===== src/rtl/miner_mm_multi.sv =====
// miner_mm_multi: Avalon-MM register front end for a bank of miner cores.
// Drives the shared header/difficulty/control and gives each core its own
// slice of the nonce space. Solutions go from per-core holding slots into a
// solution FIFO, and a level IRQ is raised while that FIFO holds entries.
module miner_mm_multi #(
  parameter int NUM_CORES  = 4,
  parameter int NONCE_W    = 64,
  parameter int FIFO_DEPTH = 8,
  parameter int CLK_MHZ    = 60,
  parameter int MAJ_VER    = 0,
  parameter int MIN_VER    = 0
) (
  input  logic                           clk,
  input  logic                           rst,
  input  logic [5:0]                     address,
  input  logic                           read,
  input  logic                           write,
  input  logic [31:0]                    writedata,
  output logic [31:0]                    readdata,
  output logic                           irq,
  output logic [255:0]                   core_header,
  output logic [255:0]                   core_difficulty,
  output logic [17:0]                    core_control,
  output logic [NUM_CORES*NONCE_W-1:0]   core_start,
  input  logic [NUM_CORES-1:0]           core_found,
  input  logic [NUM_CORES*NONCE_W-1:0]   core_solution,
  input  logic [NUM_CORES-1:0]           core_running
);

  localparam int NWORDS     = NONCE_W / 32;
  localparam int PTR_W      = $clog2(FIFO_DEPTH);
  localparam int CNT_W      = PTR_W + 1;
  // Each core owns an equal 2^NONCE_W / NUM_CORES slice of the nonce space.
  localparam int PART_SHIFT = NONCE_W - $clog2(NUM_CORES);

  // Control register fields
  logic       run_reg;
  logic       test_reg;
  logic       irq_en_reg;
  logic [7:0] pad_last_reg;
  logic [7:0] pad_first_reg;
  logic       ovf_reg;

  // FIFO state
  logic [NONCE_W-1:0] fifo_mem [FIFO_DEPTH];
  logic [PTR_W-1:0]   wr_ptr_reg;
  logic [PTR_W-1:0]   rd_ptr_reg;
  logic [CNT_W-1:0]   fifo_count_reg;
  logic [NONCE_W-1:0] fifo_head;
  logic               fifo_empty;

  // Slot / drain signals
  logic [NUM_CORES-1:0]         slot_full;
  logic [NUM_CORES*NONCE_W-1:0] slot_data;
  logic [NUM_CORES-1:0]         drain_sel;
  logic [NUM_CORES-1:0]         drop;
  logic                         drain_hit;
  logic [NONCE_W-1:0]           push_data;
  logic                         push_room;
  logic                         push_en;

  logic               wr_ctl;
  logic               run_rise;
  logic               pop;
  logic               clr_ovf;
  logic [NONCE_W-1:0] start_cat;
  logic [31:0]        rd_data;

  assign wr_ctl     = write && (address == 6'd28);
  assign run_rise   = wr_ctl && writedata[0] && !run_reg;
  assign fifo_empty = (fifo_count_reg == '0);
  assign pop        = wr_ctl && writedata[2] && !fifo_empty;
  assign clr_ovf    = wr_ctl && writedata[3];
  assign fifo_head  = fifo_mem[rd_ptr_reg];

  assign core_control = {pad_first_reg, pad_last_reg, test_reg, run_reg};

  // Header and difficulty words; word0 sits in the most significant position.
  for (genvar gi = 0; gi < 8; gi++) begin : g_words
    logic [31:0] hdr_q;
    logic [31:0] diff_q;

    // Header/difficulty register writes
    always_ff @(posedge clk) begin
      if (rst) begin
        hdr_q  <= '0;
        diff_q <= '0;
      end else if (write) begin
        if (address == 6'(8 + gi))  hdr_q  <= writedata;
        if (address == 6'(16 + gi)) diff_q <= writedata;
      end
    end

    assign core_header[(7-gi)*32 +: 32]     = hdr_q;
    assign core_difficulty[(7-gi)*32 +: 32] = diff_q;
  end

  // START words; only those covering the nonce width are stored.
  for (genvar gi = 0; gi < NWORDS; gi++) begin : g_start
    logic [31:0] start_q;

    // START register write
    always_ff @(posedge clk) begin
      if (rst)
        start_q <= '0;
      else if (write && address == 6'(24 + gi))
        start_q <= writedata;
    end

    assign start_cat[gi*32 +: 32] = start_q;
  end

  // CTL register; pop and clr_ovf are strobes and are not stored.
  always_ff @(posedge clk) begin
    if (rst) begin
      run_reg       <= 1'b0;
      test_reg      <= 1'b0;
      irq_en_reg    <= 1'b0;
      pad_last_reg  <= '0;
      pad_first_reg <= '0;
    end else if (wr_ctl) begin
      run_reg       <= writedata[0];
      test_reg      <= writedata[1];
      irq_en_reg    <= writedata[4];
      pad_last_reg  <= writedata[23:16];
      pad_first_reg <= writedata[31:24];
    end
  end

  // Per-core start nonce, latched only when run goes 0->1.
  for (genvar gi = 0; gi < NUM_CORES; gi++) begin : g_part
    logic [NONCE_W-1:0] cs_q;

    // Latch the partitioned start nonce on a run rising write
    always_ff @(posedge clk) begin
      if (rst)
        cs_q <= '0;
      else if (run_rise)
        cs_q <= start_cat + (NONCE_W'(gi) << PART_SHIFT);
    end

    assign core_start[gi*NONCE_W +: NONCE_W] = cs_q;
  end

  // A pop frees a FIFO entry in the same cycle, so a full FIFO can still accept.
  assign push_room = (fifo_count_reg != CNT_W'(FIFO_DEPTH)) || pop;

  // Pick the lowest-index full slot to drain into the FIFO.
  always_comb begin
    drain_sel = '0;
    drain_hit = 1'b0;
    push_data = '0;
    for (int i = 0; i < NUM_CORES; i++) begin
      if (slot_full[i] && !drain_hit) begin
        drain_sel[i] = push_room;
        drain_hit    = 1'b1;
      end
      if (drain_sel[i])
        push_data = slot_data[i*NONCE_W +: NONCE_W];
    end
  end

  assign push_en = |drain_sel;

  // Holding slots; a slot draining this cycle may capture a new find.
  for (genvar gi = 0; gi < NUM_CORES; gi++) begin : g_slot
    logic               full_q;
    logic [NONCE_W-1:0] data_q;
    logic               slot_free;

    assign slot_free = !full_q || drain_sel[gi];
    assign drop[gi]  = core_found[gi] && !slot_free;
    assign slot_full[gi] = full_q;
    assign slot_data[gi*NONCE_W +: NONCE_W] = data_q;

    // Slot occupancy: capture wins over drain when both happen
    always_ff @(posedge clk) begin
      if (rst)
        full_q <= 1'b0;
      else if (core_found[gi] && slot_free)
        full_q <= 1'b1;
      else if (drain_sel[gi])
        full_q <= 1'b0;
    end

    // Slot payload capture
    always_ff @(posedge clk) begin
      if (core_found[gi] && slot_free)
        data_q <= core_solution[gi*NONCE_W +: NONCE_W];
    end
  end

  // Sticky overflow; a drop in the clearing cycle keeps it set.
  always_ff @(posedge clk) begin
    if (rst)
      ovf_reg <= 1'b0;
    else if (|drop)
      ovf_reg <= 1'b1;
    else if (clr_ovf)
      ovf_reg <= 1'b0;
  end

  // Solution FIFO storage
  always_ff @(posedge clk) begin
    if (push_en)
      fifo_mem[wr_ptr_reg] <= push_data;
  end

  // FIFO pointers and occupancy
  always_ff @(posedge clk) begin
    if (rst) begin
      wr_ptr_reg     <= '0;
      rd_ptr_reg     <= '0;
      fifo_count_reg <= '0;
    end else begin
      if (push_en) wr_ptr_reg <= wr_ptr_reg + 1'b1;
      if (pop)     rd_ptr_reg <= rd_ptr_reg + 1'b1;
      if (push_en && !pop)
        fifo_count_reg <= fifo_count_reg + 1'b1;
      else if (pop && !push_en)
        fifo_count_reg <= fifo_count_reg - 1'b1;
    end
  end

  // Level interrupt while solutions are pending
  always_ff @(posedge clk) begin
    if (rst)
      irq <= 1'b0;
    else
      irq <= irq_en_reg && !fifo_empty;
  end

  // Register read mux
  always_comb begin
    rd_data = '0;
    if (address[5:2] == 4'd0) begin
      for (int w = 0; w < NWORDS; w++)
        if (address[1:0] == 2'(w) && !fifo_empty)
          rd_data = fifo_head[w*32 +: 32];
    end else if (address == 6'd4) begin
      rd_data = {8'(fifo_count_reg), 4'(MIN_VER), 4'(MAJ_VER), 8'(CLK_MHZ),
                 3'b000, ovf_reg, fifo_empty, test_reg, |core_running, irq};
    end else if (address == 6'd5) begin
      rd_data = 32'h5348_4133;
    end else if (address == 6'd6) begin
      rd_data = {8'h00, 8'(FIFO_DEPTH), 8'(NONCE_W), 8'(NUM_CORES)};
    end else if (address[5:3] == 3'd1) begin
      rd_data = core_header[(7 - address[2:0])*32 +: 32];
    end else if (address[5:3] == 3'd2) begin
      rd_data = core_difficulty[(7 - address[2:0])*32 +: 32];
    end else if (address[5:2] == 4'd6) begin
      for (int w = 0; w < NWORDS; w++)
        if (address[1:0] == 2'(w))
          rd_data = start_cat[w*32 +: 32];
    end else if (address == 6'd28) begin
      rd_data = {pad_first_reg, pad_last_reg, 11'd0, irq_en_reg, 2'b00,
                 test_reg, run_reg};
    end
  end

  // Registered read data, held between reads
  always_ff @(posedge clk) begin
    if (rst)
      readdata <= '0;
    else if (read)
      readdata <= rd_data;
  end

endmodule


===== config.mk =====
export PLATFORM = sky130hd
export DESIGN_NAME = miner_mm_multi
export DESIGN_NICKNAME = d
export VERILOG_FILES = /design/src/rtl/miner_mm_multi.sv
export SDC_FILE = /design/constraint.sdc
export NUM_CORES = 2
export LEC_CHECK = 0
export CORE_AREA = 5 5 431 433
export CTS_BUF_LIST = sky130_fd_sc_hd__clkbuf_8 sky130_fd_sc_hd__clkbuf_16
export DETAILED_ROUTE_END_ITERATION = 10
export DIE_AREA = 0 0 436 438
export MAX_ROUTING_LAYER = met4
export PLACE_DENSITY_LB_ADDON = 0.3
export REMOVE_ABC_BUFFERS = 1
export SETUP_SLACK_MARGIN = 0.1
export SYNTH_ARGS = -nofsm -noshare
export SYNTH_HDL_FRONTEND = slang
export SYNTH_SLANG_ARGS = --single-unit

===== constraint.sdc =====
create_clock -name clk -period 8.4 [get_ports clk]
set_input_delay 0.84 -clock clk [delete_from_list [all_inputs] [get_ports clk]]
set_output_delay 0.84 -clock clk [all_outputs]
set_load 0.01 [all_outputs]

Word-level counts from Yosys, hierarchy flattened
Memories as Yosys holds them, arrays and structs flattened. A register that Yosys moved wholly into a read port is not among the register bits.
Index checks and enable logic that the tools add are counted.

word-level totals
  register bits after elaboration = 1155
  bits in writable memories = 512
  input port bits = 306
  output and inout bits = 819
  memories kept = 1

operators by class
  add/subtract/negate cells = 8
  equal/unequal tests = 27
  shifts and indexed selects = 2
  multiplexer cells = 39
  reductions and logical operators = 72

memory list
  memory    depth  width  read ports  clocked after Yosys merged registers in  wr ports  RTL line  text
  fifo_mem  8      64     1           1                                        1         45        logic [NONCE_W-1:0] fifo_mem [FIFO_DEPTH];

operator list
  cell                    count
  $shiftx 256x33->32      2
  $mux 32                 12
  $mux 64                 4
  $add 64x64->64 const B  2
  $eq 6x5->1 const B      11
  $add 64x63->64 const B  1
  $eq 6x4->1 const B      8
  $reduce_and 2->1        16
  $logic_and 1x1->1       24
  $mux 1                  19
  $eq 6x3->1 const B      3
  $logic_not 1->1         15
  $reduce_bool 2->1       6
  $reduce_or 4->1         3
  $logic_not 4->1         2
  $mux 4                  2
  $add 3x1->3 const B     2
  $mux 3                  2
  $logic_or 1x1->1        5
  $add 4x1->4 const B     1
  $eq 4x3->1 const B      1
  $ne 4x4->1 const B      1
  $sub 3x3->4 const A     1
  $sub 4x1->4 const B     1
  other kinds (4)         4

Depth between registers and ports, before layout
  depth after elaboration = 15
  mapped depth = 16

Worst setup path after synthesis
No wires, ideal clock.

  path type = input-to-reg
  start = input address[4]
  end = memory fifo_mem[2][0] (enable)
  arrival = 8.497 ns
  required time = 7.733 ns
  path slack = -0.764 ns
  stages = 8
  path buffers = 3
  cells stage by stage = buf_6 > and3b_1 > buf_4 > nand4_1 > and3_4 > buf_6 > or2_4 > nor4b_1

between the ends
  word-level cells in the longest chain between the ends = 9
  elaborated cells on any way between the ends = 12
  classes of those cells = 1 x eq/ne; 6 x mux; 5 x reduce/logical

RTL lines
  element                           RTL line  text
  start: declaration                15        input logic [5:0] address,
  $eq 6x5->1 *                      69        assign wr_ctl = write && (address == 6'd28);
  $logic_and 1x1->1 *               69
  $logic_and 1x1->1 * (2 in a row)  72        assign pop = wr_ctl && writedata[2] && !fifo_empty;
  $logic_or 1x1->1 *                146       assign push_room = (fifo_count_reg != CNT_W'(FIFO_DEPTH)) || pop;
  $mux 1                            154       if (slot_full[i] && !drain_hit) begin
  $reduce_or 4->1 *                 163       assign push_en = |drain_sel;
  $mux 1 *                          205       if (push_en)
  $mux 1 (implied by the code) *    206       fifo_mem[wr_ptr_reg] <= push_data;
  end: declaration                  45

Mark *: on every way between the ends. The rest lies on a longest branch, timed or not.

Worst setup path after layout
  start = input address[3]
  end = memory fifo_mem[3][22] (enable)

The elaborated chain is that of the path after synthesis.

==> out/metrics.cfg <==
[outcome]
status=complete, no violations

[synth]
synth-main-ff-cell=edfxtp_1
ys_warn_count=0
synth_top_area_frac=0.382
synth.largest_area_cell=edfxtp_1
netlist_area_um2=60400
synthTopCellsByArea=edfxtp_1 (38%), dfxtp_1 (24%), nand2_1 (8.6%), mux4_2 (8.5%), a21oi_1 (5.8%)
synthCells=5191
synth_most_common_cell=nand2_1
ys_seq_elements=1482
synthArstFlopShare=0
avgSynthCellArea_um2=11.6
synthTopCellsByCount=nand2_1 (1,384), edfxtp_1 (768), dfxtp_1 (714)
synth_edf_count=768
ys_types=69
yosysSeqAreaShare=0.619

[power]
power_mw=17.5
power_frac_seq=0.486
power.internal_mw=13.1
switchingPower_mw=4.35
p_clk_frac=0.411
leakagePower_nw=25.0
power.density_nw_per_um2=225
peakVddDrop_mv=0.166
combPwrFrac=0.103
swShare=0.249

[floorplan]
coreArea_um2=182000
start_util=0.332
dieArea_um2=191000
num_rows=157
die_h_um=438
pin_count=1125
fp.dieW_um=436

[detailed_routing]
post-route-drc-count=0
drtIter0Drc=4798
vias_per_cell=5.39
dr.pass1.iters=5
wl_per_cell_um=30.6
vias=45800
ant_nets=0
drt_wl_total_um=260000

[clock_network]
path_clk_slew_ns=0.06
root_buffer=clkbuf_16
tritoncts=done
cts_resized=0
cts_sinks=1482
cts.hold.buffers_added=0
insertion_delay_ns=0.80
postCtsSetupRepairBufs=0
htree_num_levels=4
cts.path.max_buffers=3
numCtsBuffers=163

[sta]
relSlewSlack=0.0627
min_period_ns=4.55
tns_ns=0
fmax_mhz=220
finalSetupViolCount=0
finalHoldViolations=0
rsz0062_at_grt=false
slew_violations=0
fin_worst_skew_ns=0.0292
fin_crit_sh=0.541
worstMarginPinSlew_ns=1.40

[hold_path]
hold_depth=2
hold_path.class=in -> reg

[setup_path]
worstSetupPathType=in -> reg
crit_fanout=58
critPathArrivalTime_ns=4.95
start_kind=input port
reg2regPathDepth=13
cp-end-kind=flip-flop
crit_required_ns=8.80

[placement]
dpl.hpwl_um=180000
port_buffers=1124
gp_congestion=0.902

[global_routing]
antenna_found_initial=14
grtUsageTotal=0.269
grt_pass1_wl_um=355000
grt_overflow=0
grt_max_degree=220
grt_pass1_vias=43600

[finish]
largest_reg_flops=512
syn_to_final_growth_pct=28.9
layout.nets=6285
regMostFlops=fifo_mem
layout-drive-gt1-share=0.113

[job]
drv_cap=0

layout by cell type (no fill, tap or decap), types with 6 or more instances in the layout:
cell,n
bufinv_16,14
clkinvlp_4,6
inv_1,38
a211oi_1,20
diode_2,13
a22oi_1,68
clkinv_1,19
clkdlybuf4s50_1,1119
o21ai_0,32
o221ai_1,15
nor2b_1,15
a221oi_1,24
mux4_2,228
mux2_2,36
nand3_1,13
nor2_1,136
inv_6,10
a21oi_1,702
nor3_1,21
edfxtp_1,768
nor2_4,18
nand2_2,16
o22ai_1,42
clkbuf_8,18
dfxtp_1,710
a221o_1,69
nand2b_1,7
buf_4,103
clkbuf_16,166
nand2_1,1368
clkinv_2,20
mux2i_1,152
nor4_1,8
stage by stage:
step	instances	util	setup slack, ns	hold slack (ns)	instance area [um^2]
3_3_place_gp	8193	0.399	3.06	0.438	72400
2_1_floorplan	4577	-	-1.01	0.436	57000
3_5_place_dp	8193	0.399	3.05	0.439	72400
5_1_grt	8492	0.428	3.68	0.443	77800
6_report	8496	0.428	3.85	0.454	77800
4_1_cts	8483	0.428	3.91	0.403	77800
cell type report:
cell class | instances | area, um^2
Fill cell | 16900 | 104000
Sequential cell | 1482 | 37400
Multi-Input combinational cell | 3087 | 19900
Timing Repair Buffer | 1231 | 12100
Clock buffer | 184 | 4400
Tap cell | 2385 | 2980
Clock inverter | 106 | 945
Antenna cell | 13 | 32.5
Inverter | 8 | 31.3
final timing paths:
path                            slack (ns)                  end                   start
worst min-delay path                  0.45  g_words[0].hdr_q[8]                     rst
worst max-delay path                  3.85      fifo_mem[3][22]              address[3]
worst max register to register        4.49    fifo_count_reg[3]       fifo_count_reg[0]
worst min register to register        0.46   g_part[0].cs_q[14]  g_start[0].start_q[14]
power groups by stage:
| stage | logic, mW | registers, mW | clock network, mW |
|---|---|---|---|
| after detailed placement | 1.83 | 8.65 | 0 |
| after CTS | 1.84 | 8.50 | 7.30 |
| after global routing | 1.93 | 8.54 | 7.61 |
| after floorplan | 0.839 | 8.65 | 0 |
| after global placement | 1.82 | 8.63 | 0 |
| final | 1.80 | 8.50 | 7.18 |
per-layer routing:
metal  GRT usage  routed length, um  up-vias
met5           -                  0        -
met4       0.139              15900        0
met3      0.0460              18600      529
met1       0.320              98500    22900
li1            -                  -    20000
met2       0.441             127000     2384
cells by family after synthesis:
logic type                 count (synthesis)  synth area share
muxes                                    416             0.117
xor gates and xnor gates                   9           0.00131
buffers and inverters                    622            0.0566
and+or+nand+nor                         1654             0.108
adders and majority gates                  6           0.00137
AOI/OAI and AO/OA                       1002            0.0973
DFF                                     1482             0.619
critical path, stage by stage:
cell	delay, ns
clkdlybuf4s50_1	0.93
and2_1	0.27
nand4_1	0.11
and3_4	0.30
buf_4	0.37
or2_4	0.42
clkinv_2	0.11
nand2_2	0.14
nor3b_2	0.21
buf_4	0.36
buf_4	0.69
No activity file was read; power rests on OpenSTA's default activity.
